[src/rtl/exp3_pkg.sv]
// Shared definitions for the Exp3 control unit: state codes, output bundle
// and the Moore decode from state to datapath/status controls.
package exp3_pkg;

  localparam int TIMEOUT_DEFAULT = 5000;

  typedef enum logic [3:0] {
    INICIAL     = 4'b0000,
    PREPARA     = 4'b0001,
    ESPERA      = 4'b0010,
    REGISTRA    = 4'b0100,
    COMPARA     = 4'b0101,
    PROXIMO     = 4'b0110,
    FIM_ACERTO  = 4'b1010,
    FIM_ERRO    = 4'b1110,
    FIM_TIMEOUT = 4'b1101
  } estado_t;

  typedef struct packed {
    logic zera;
    logic conta;
    logic registra;
    logic pronto;
    logic acertou;
    logic errou;
    logic timeout;
  } saidas_t;

  function automatic saidas_t decodifica(estado_t e);
    saidas_t s;
    s = '0;
    case (e)
      PREPARA:     s.zera     = 1'b1;
      REGISTRA:    s.registra = 1'b1;
      PROXIMO:     s.conta    = 1'b1;
      FIM_ACERTO:  begin s.pronto = 1'b1; s.acertou = 1'b1; end
      FIM_ERRO:    begin s.pronto = 1'b1; s.errou   = 1'b1; end
      FIM_TIMEOUT: begin s.pronto = 1'b1; s.errou = 1'b1; s.timeout = 1'b1; end
      default:     s = '0;
    endcase
    return s;
  endfunction

endpackage

[src/rtl/unidade_controle_exp3_edge_detector.sv]
// Rising-edge detector for the move button: a two-sample history register
// (current and previous sample) feeding a single AND gate.
module edge_detector (
  input  logic clock,
  input  logic reset,
  input  logic sinal,
  output logic pulso
);

  logic [1:0] hist_q;
  logic [1:0] hist_d;

  always_comb begin
    hist_d = {hist_q[0], sinal};
  end

  always_ff @(posedge clock) begin
    if (reset) begin
      hist_q <= 2'b00;
    end else begin
      hist_q <= hist_d;
    end
  end

  // Pulse while the newest sample is 1 and the one before it was 0.
  assign pulso = hist_q[0] & ~hist_q[1];

endmodule

[src/rtl/unidade_controle_exp3.sv]
// Moore control unit for the Exp3 game round: clear, wait for a move,
// register, compare, advance; ends in hit, miss or timeout.
module unidade_controle_exp3
  import exp3_pkg::*;
#(
  parameter int TIMEOUT = TIMEOUT_DEFAULT,
  parameter int TW      = $clog2(TIMEOUT)
) (
  input  logic       clock,
  input  logic       reset,
  input  logic       iniciar,
  input  logic       jogada,
  input  logic       igual,
  input  logic       fim,
  output logic       zera,
  output logic       conta,
  output logic       registra,
  output logic       pronto,
  output logic       acertou,
  output logic       errou,
  output logic       timeout,
  output logic [3:0] db_estado
);

  localparam logic [TW-1:0] ULTIMO = TW'(TIMEOUT - 1);

  estado_t       estado_q, estado_d;
  logic [TW-1:0] cnt_q, cnt_d;
  saidas_t       saidas_q, saidas_d;
  logic          jog_p;

  edge_detector u_edge (
    .clock (clock),
    .reset (reset),
    .sinal (jogada),
    .pulso (jog_p)
  );

  always_comb begin
    estado_d = estado_q;
    cnt_d    = cnt_q;
    case (estado_q)
      INICIAL: begin
        if (iniciar) estado_d = PREPARA;
      end
      PREPARA: begin
        estado_d = ESPERA;
        cnt_d    = '0;
      end
      ESPERA: begin
        // Saturating at ULTIMO keeps the counter from wrapping on a jog_p tie.
        if (cnt_q != ULTIMO) cnt_d = cnt_q + 1'b1;
        if (jog_p)                estado_d = REGISTRA;
        else if (cnt_q == ULTIMO) estado_d = FIM_TIMEOUT;
      end
      REGISTRA: begin
        estado_d = COMPARA;
      end
      COMPARA: begin
        if (!igual)   estado_d = FIM_ERRO;
        else if (fim) estado_d = FIM_ACERTO;
        else          estado_d = PROXIMO;
      end
      PROXIMO: begin
        estado_d = ESPERA;
        cnt_d    = '0;
      end
      FIM_ACERTO, FIM_ERRO, FIM_TIMEOUT: begin
        if (iniciar) estado_d = PREPARA;
      end
      default: begin
        estado_d = INICIAL;
      end
    endcase
    // Outputs are decoded from the next state so they register in step with it.
    saidas_d = decodifica(estado_d);
  end

  always_ff @(posedge clock) begin
    if (reset) begin
      estado_q <= INICIAL;
      cnt_q    <= '0;
      saidas_q <= '0;
    end else begin
      estado_q <= estado_d;
      cnt_q    <= cnt_d;
      saidas_q <= saidas_d;
    end
  end

  assign zera      = saidas_q.zera;
  assign conta     = saidas_q.conta;
  assign registra  = saidas_q.registra;
  assign pronto    = saidas_q.pronto;
  assign acertou   = saidas_q.acertou;
  assign errou     = saidas_q.errou;
  assign timeout   = saidas_q.timeout;
  assign db_estado = estado_q;

endmodule

[config.mk]
export PLATFORM = sky130hd
export DESIGN_NAME = unidade_controle_exp3
export DESIGN_NICKNAME = d
export VERILOG_FILES = /design/src/rtl/exp3_pkg.sv /design/src/rtl/unidade_controle_exp3_edge_detector.sv /design/src/rtl/unidade_controle_exp3.sv
export SDC_FILE = /design/constraint.sdc
export NUM_CORES = 1
export LEC_CHECK = 0
export BUFFER_PORTS_ARGS = -buffer_cell sky130_fd_sc_hd__buf_2
export CORE_MARGIN = 2
export CORE_UTILIZATION = 60
export CTS_CLUSTER_DIAMETER = 30
export DETAILED_ROUTE_END_ITERATION = 12
export PLACE_DENSITY_LB_ADDON = 0.12
export SLEW_MARGIN = 25
export SYNTH_ARGS = -nofsm -noshare
export SYNTH_HDL_FRONTEND = slang
export SYNTH_SLANG_ARGS = --single-unit
export TNS_END_PERCENT = 50
[constraint.sdc]
create_clock -name clock -period 3.9 [get_ports clock]
set_clock_uncertainty 0.1 [all_clocks]
set_input_delay 0.195 -clock clock [delete_from_list [all_inputs] [get_ports clock]]
set_output_delay 0.195 -clock clock [all_outputs]
set_load 0.01 [all_outputs]
=== Word-level counts from Yosys, hierarchy flattened ===
Index checks and enable logic that the tools add are counted.

* Muxes and demuxes: 15
* Reduce and logical (&&, ||, !) cells: 7
* Multipliers: 0
* Div/mod/pow operators: 0
* Add/sub/neg operators: 1
* Equality and inequality tests: 17
* Bitwise gates (word level): 2
* Shift operators: 0
* Order comparisons: 0

{| class="wikitable"
|+ Operators by type and width
! cell !! number
|-
| 13-bit case mux with 2 select lines || 1
|-
| 4-bit == test (second input constant) || 6
|-
| 4-bit by 3-bit == test with 1-bit output (second input constant) || 5
|-
| 4-bit 2-to-1 mux || 5
|-
| 4-bit case mux with 5 select lines || 1
|-
| 13-bit by 1-bit adder with 13-bit output (second input constant) || 1
|-
| 13-bit == test (second input constant) || 1
|-
| 13-bit 2-to-1 mux || 1
|-
| 13-bit != test (second input constant) || 1
|-
| 4-bit by 1-bit == test with 1-bit output (second input constant) || 2
|-
| 1-bit 2-to-1 mux || 7
|-
| 4-bit by 2-bit == test with 1-bit output (second input constant) || 1
|-
| 4-bit logical NOT || 1
|-
| 2-bit OR reduction || 2
|-
| 4-bit OR reduction || 1
|-
| 3-bit OR reduction || 1
|-
| 2-bit != test (second input constant) || 1
|-
| 2-bit AND reduction || 1
|-
| 2-bit nonzero test || 1
|-
| 1-bit AND || 1
|-
| 1-bit inverter || 1
|}

* Bits in read-only memories: 0
* Word-level logic and storage cells: 52
* Bits of input ports: 6
* Memory bits (writable): 0
* Latch bits: 0
* Bits in registers: 26
* Output and inout bits: 11
* Memories: 0

=== Longest topological paths before layout ===
* Word-level depth: 7
* Mapped depth: 7
* Depth with buffers taken out: 6

=== Cells and area by module ===
Synthesis repeated with hierarchy kept, for this count alone.

* Cell total of the unflattened synthesis: 146
* Area total of the unflattened synthesis: 1298.7 um^2

{| class="wikitable"
|+ Modules (own cells, without submodules)
! module !! area each (um^2) !! cells an instance !! seq. area each (um^2) !! times used
|-
| unidade_controle_exp3 || 1237.4 || 141 || 480.5 || 1
|-
| edge_detector || 61.3 || 5 || 40.0 || 1
|}

=== Least setup slack after synthesis ===
OpenSTA, ideal clock, no wires.

* Path type: flip-flop to flip-flop
* From: register estado_q[0], in the netlist db_estado[0]
* To: register cnt_q[5]
* Cell stages (with the launch flop): 7
* Period minus slack after synthesis: 1.937 ns
* Data required time: 3.730 ns
* Setup time: 0.070 ns
* Arrival time: 1.767 ns
* Slack: 1.963 ns
* Path buffers: 1
* Cells stage by stage: dfxtp_1 -> buf_6 -> or3b_4 -> a21oi_4 -> a21oi_2 -> or4_1 -> a21oi_1

* Cells in the longest elaborated chain, start to end: 4
* Elaborated cells on any way between the ends: 8
* Classes of those cells: eq/ne (4); mux (1); reduce/logical (3)

{| class="wikitable"
|+ RTL lines
! element !! line !! RTL
|-
| from (decl) || unidade_controle_exp3.sv:27 || <nowiki>estado_t estado_q, estado_d;</nowiki>
|-
| from (signal assigned) || unidade_controle_exp3.sv:85 || <nowiki>estado_q <= estado_d;</nowiki>
|-
| 4-bit by 3-bit == test with 1-bit output / 4-bit by 1-bit == test with 1-bit output (equally long branches) || unidade_controle_exp3.sv:42 || <nowiki>case (estado_q)</nowiki>
|-
| 2-bit OR reduction (no source line) || n/a ||
|-
| 2-bit nonzero test (no source line) || n/a ||
|-
| 2-bit AND reduction (no source line) || n/a ||
|-
| to (signal assigned) || unidade_controle_exp3.sv:86 || <nowiki>cnt_q <= cnt_d;</nowiki>
|-
| to (decl) || unidade_controle_exp3.sv:28 || <nowiki>logic [TW-1:0] cnt_q, cnt_d;</nowiki>
|}

Parallel ways exist; a longest one is shown, timed or not.
A chain may end at the register's enable or synchronous reset.

=== Worst setup path after layout ===
* From: register estado_q[1], in the netlist db_estado[1]
* To: register cnt_q[6]

The elaborated chain is that of the path after synthesis.

==> flow_summary.toml <==
[logic_synthesis]
synth_top_area_frac = 0.3962
synth_top_area_cell = "dfxtp_1"
async_flop_share = 0
synth_area_um2 = 1314
synthTopCellsByArea = "dfxtp_1 40%, a21oi_1 5.3%, nor2_1 4.9%, nand2_1 3.1%, o31ai_1 2.9%"
ys_seq_area_frac = 0.3962
postSynthCellCount = 153
ys_types = 48
synth_edf_count = 0
ys_ff_latch = 26
synth_top_flop_cell = "dfxtp_1"
syn_area_per_cell_um2 = 8.587
synth_nets = 160
yosysWarnings = 0

[hold_path]
holdCritStartpoint = "jogada"
hold_path.class = "in -> reg"

[clocking]
post-cts-setup-buffers = 0
numCtsBuffers = 3
ctsHoldBuffers = 0
clk-insertion-delay-late_ns = 0.31
clkTransAtPathRegs_ns = 0.14
cts_sinks = 26
cts_max_path_buffers = 2
cts-root-buf = "clkbuf_4"
cts.htree.levels = 1
cts_tree = "yes"
ctsResizeCount = 0

[grt]
grt_pass1_wl_mm = 4.595
grt_use_met3 = 0.03571
grt_pass1_vias = 1079
overflow = 0
grt_max_degree = 18
groute.usage.overall = 0.2346
use_met2 = 0.3860
grtUsageMet1 = 0.3104
antenna_found_initial = 0
busiest_layer = "met2"

[worst_setup_path]
end_kind = "register"
critPathMaxFanout = 17
worst-endpoint-required_ns = 4.05
worstSetupStartpoint = "db_estado[1]$_SDFF_PP0_"
rr_startpoint = "db_estado[1]$_SDFF_PP0_"
cp.arrival_ns = 2.42
critPathKind = "reg -> reg"
startpoint_type = "register"

[sta]
hold_violations = 0
worst_slack_ns = 1.635
finalSetupViolations = 0
max_freq_ghz = 0.4414
period_minus_slack_ns = 2.265
slew_viol_final = 0
max-slew-margin-rel = 0.6000
hold_slack_ns = 0.001020
tns_ns = 0
fin_crit_sh = 0.5809
rsz0062_at_grt = "false"
tightest_slew_ns = 0.6000

[floorplan]
die_h_um = 50.80
io-pin-count = 17
die_area_um2 = 2580
core-area_um2 = 2022
rows = 16
die_w_um = 50.80
initial_core_util = 0.6498

[power]
power_mw = 0.5023
leakagePower_nw = 0.5420
ir_drop_mv = 0.3329
powerDensity_nw_per_um2 = 352.1

[final_layout]
antenna-diode-count = 0
instances_no_fill = 192
design_area_um2 = 1426
nets = 173
fill_cells = 175
utilization = 0.7054
area_delta_synth_final_pct = 8.572
final_layout_size_suffix_gt1_frac = 0.1636

[placed_design]
gp_congestion = 0.8383
dp_hpwl_mm = 2.066
dp.cells = 188
place_area_um2 = 1374
place_ws_ns = 1.685
portBuffers = 16

[routing]
avgRoutedWirePerCell_um = 14.24
drc = 0
drt_iter0_drc = 31
via_count = 1157
via_per_inst = 6.026
wl_mm = 2.735
antenna_left = 0
dr.pass1.iters = 4

[run_status]
status = "finished, final reports clean"

[flow_run]
drv_cap = 0
[placed cells by master (no fill, tap or decap), types with 2 or more instances in the layout]
master / netlist / layout
a21o_1: 3 / 3
a21oi_1: 14 / 14
and2b_1: 2 / 2
buf_2: 1 / 16
clkbuf_4: 0 / 3
dfxtp_1: 26 / 26
inv_1: 4 / 4
nand2_1: 11 / 11
nand2b_1: 2 / 2
nand3_1: 5 / 5
nand4_1: 2 / 2
nor2_1: 17 / 17
nor2b_1: 5 / 5
nor3_1: 4 / 4
nor4b_1: 2 / 2
o2111ai_1: 2 / 2
o21ai_0: 4 / 4
o21bai_1: 2 / 2
o31ai_1: 5 / 5
or2_2: 2 / 2
or3_1: 4 / 4
or4_1: 5 / 5
[Yosys cell counts (2+ instances only)]
master / count
buf_6: 2
dfxtp_1: 26
nand2b_1: 2
o21ai_0: 4
nand2_1: 11
o2111ai_1: 2
a21o_1: 3
and2b_1: 2
nor2_1: 17
a21oi_1: 14
or2_2: 2
nand4_1: 2
o21bai_1: 2
inv_1: 4
or4_1: 5
nor3_1: 4
clkbuf_1: 3
buf_4: 2
o31ai_1: 5
nand3_1: 5
nor4b_1: 2
or3_1: 4
nor2b_1: 5
[flip-flops by register name, summed over array words and instances (netlist names)]
signal         flops
acertou            1
cnt_q             13
conta              1
db_estado          4
errou              1
pronto             1
registra           1
timeout            1
u_edge.hist_q      2
zera               1
[area by class of cell]
class | count | area [um^2] | share of cell area
flip-flops and latches | 26 | 520.5 | 0.3649
well taps | 27 | 33.78 | 0.02368
inverters | 4 | 15.01 | 0.01053
clock inverters | 1 | 30.03 | 0.02105
multi-input cells | 115 | 724.4 | 0.5079
clock buffers | 3 | 22.52 | 0.01579
repair buffers | 16 | 80.08 | 0.05614
[layer usage]
layer	vias up	wire length, um
li1	586	-
met4	0	57
met2	43	1195
met3	8	178
met1	520	1304
met5	-	0
[report_power, final]
part           internal, mW  switching (mW)
logic                0.0171          0.0263
registers             0.270         0.00585
clock network         0.104          0.0795
[critical path, stage by stage (launching register included)]
cell	delay, ns
dfxtp_1	0.55
inv_1	0.15
nor4_4	0.42
a21oi_2	0.25
or4_1	0.55
a21oi_1	0.17
[logic make-up after synthesis]
family / share of synthesized area
compound gates: 0.2086
xor+xnor: 0.01334
fa+ha+maj: 0.009522
buf+inv: 0.05237
flops: 0.3962
mux: 0.007619
simple gates: 0.3124
[final timing paths]
path              cells after the start                           to  slack [ns]
setup / recovery                      5        cnt_q[6]$_SDFFE_PP0P_        1.63
hold / removal                        2  u_edge.hist_q[0]$_SDFF_PP0_       0.001
setup reg to reg                      5        cnt_q[6]$_SDFFE_PP0P_        1.63
hold reg to reg                       1  u_edge.hist_q[1]$_SDFF_PP0_        0.38
(Power assumes the default switching activity.)
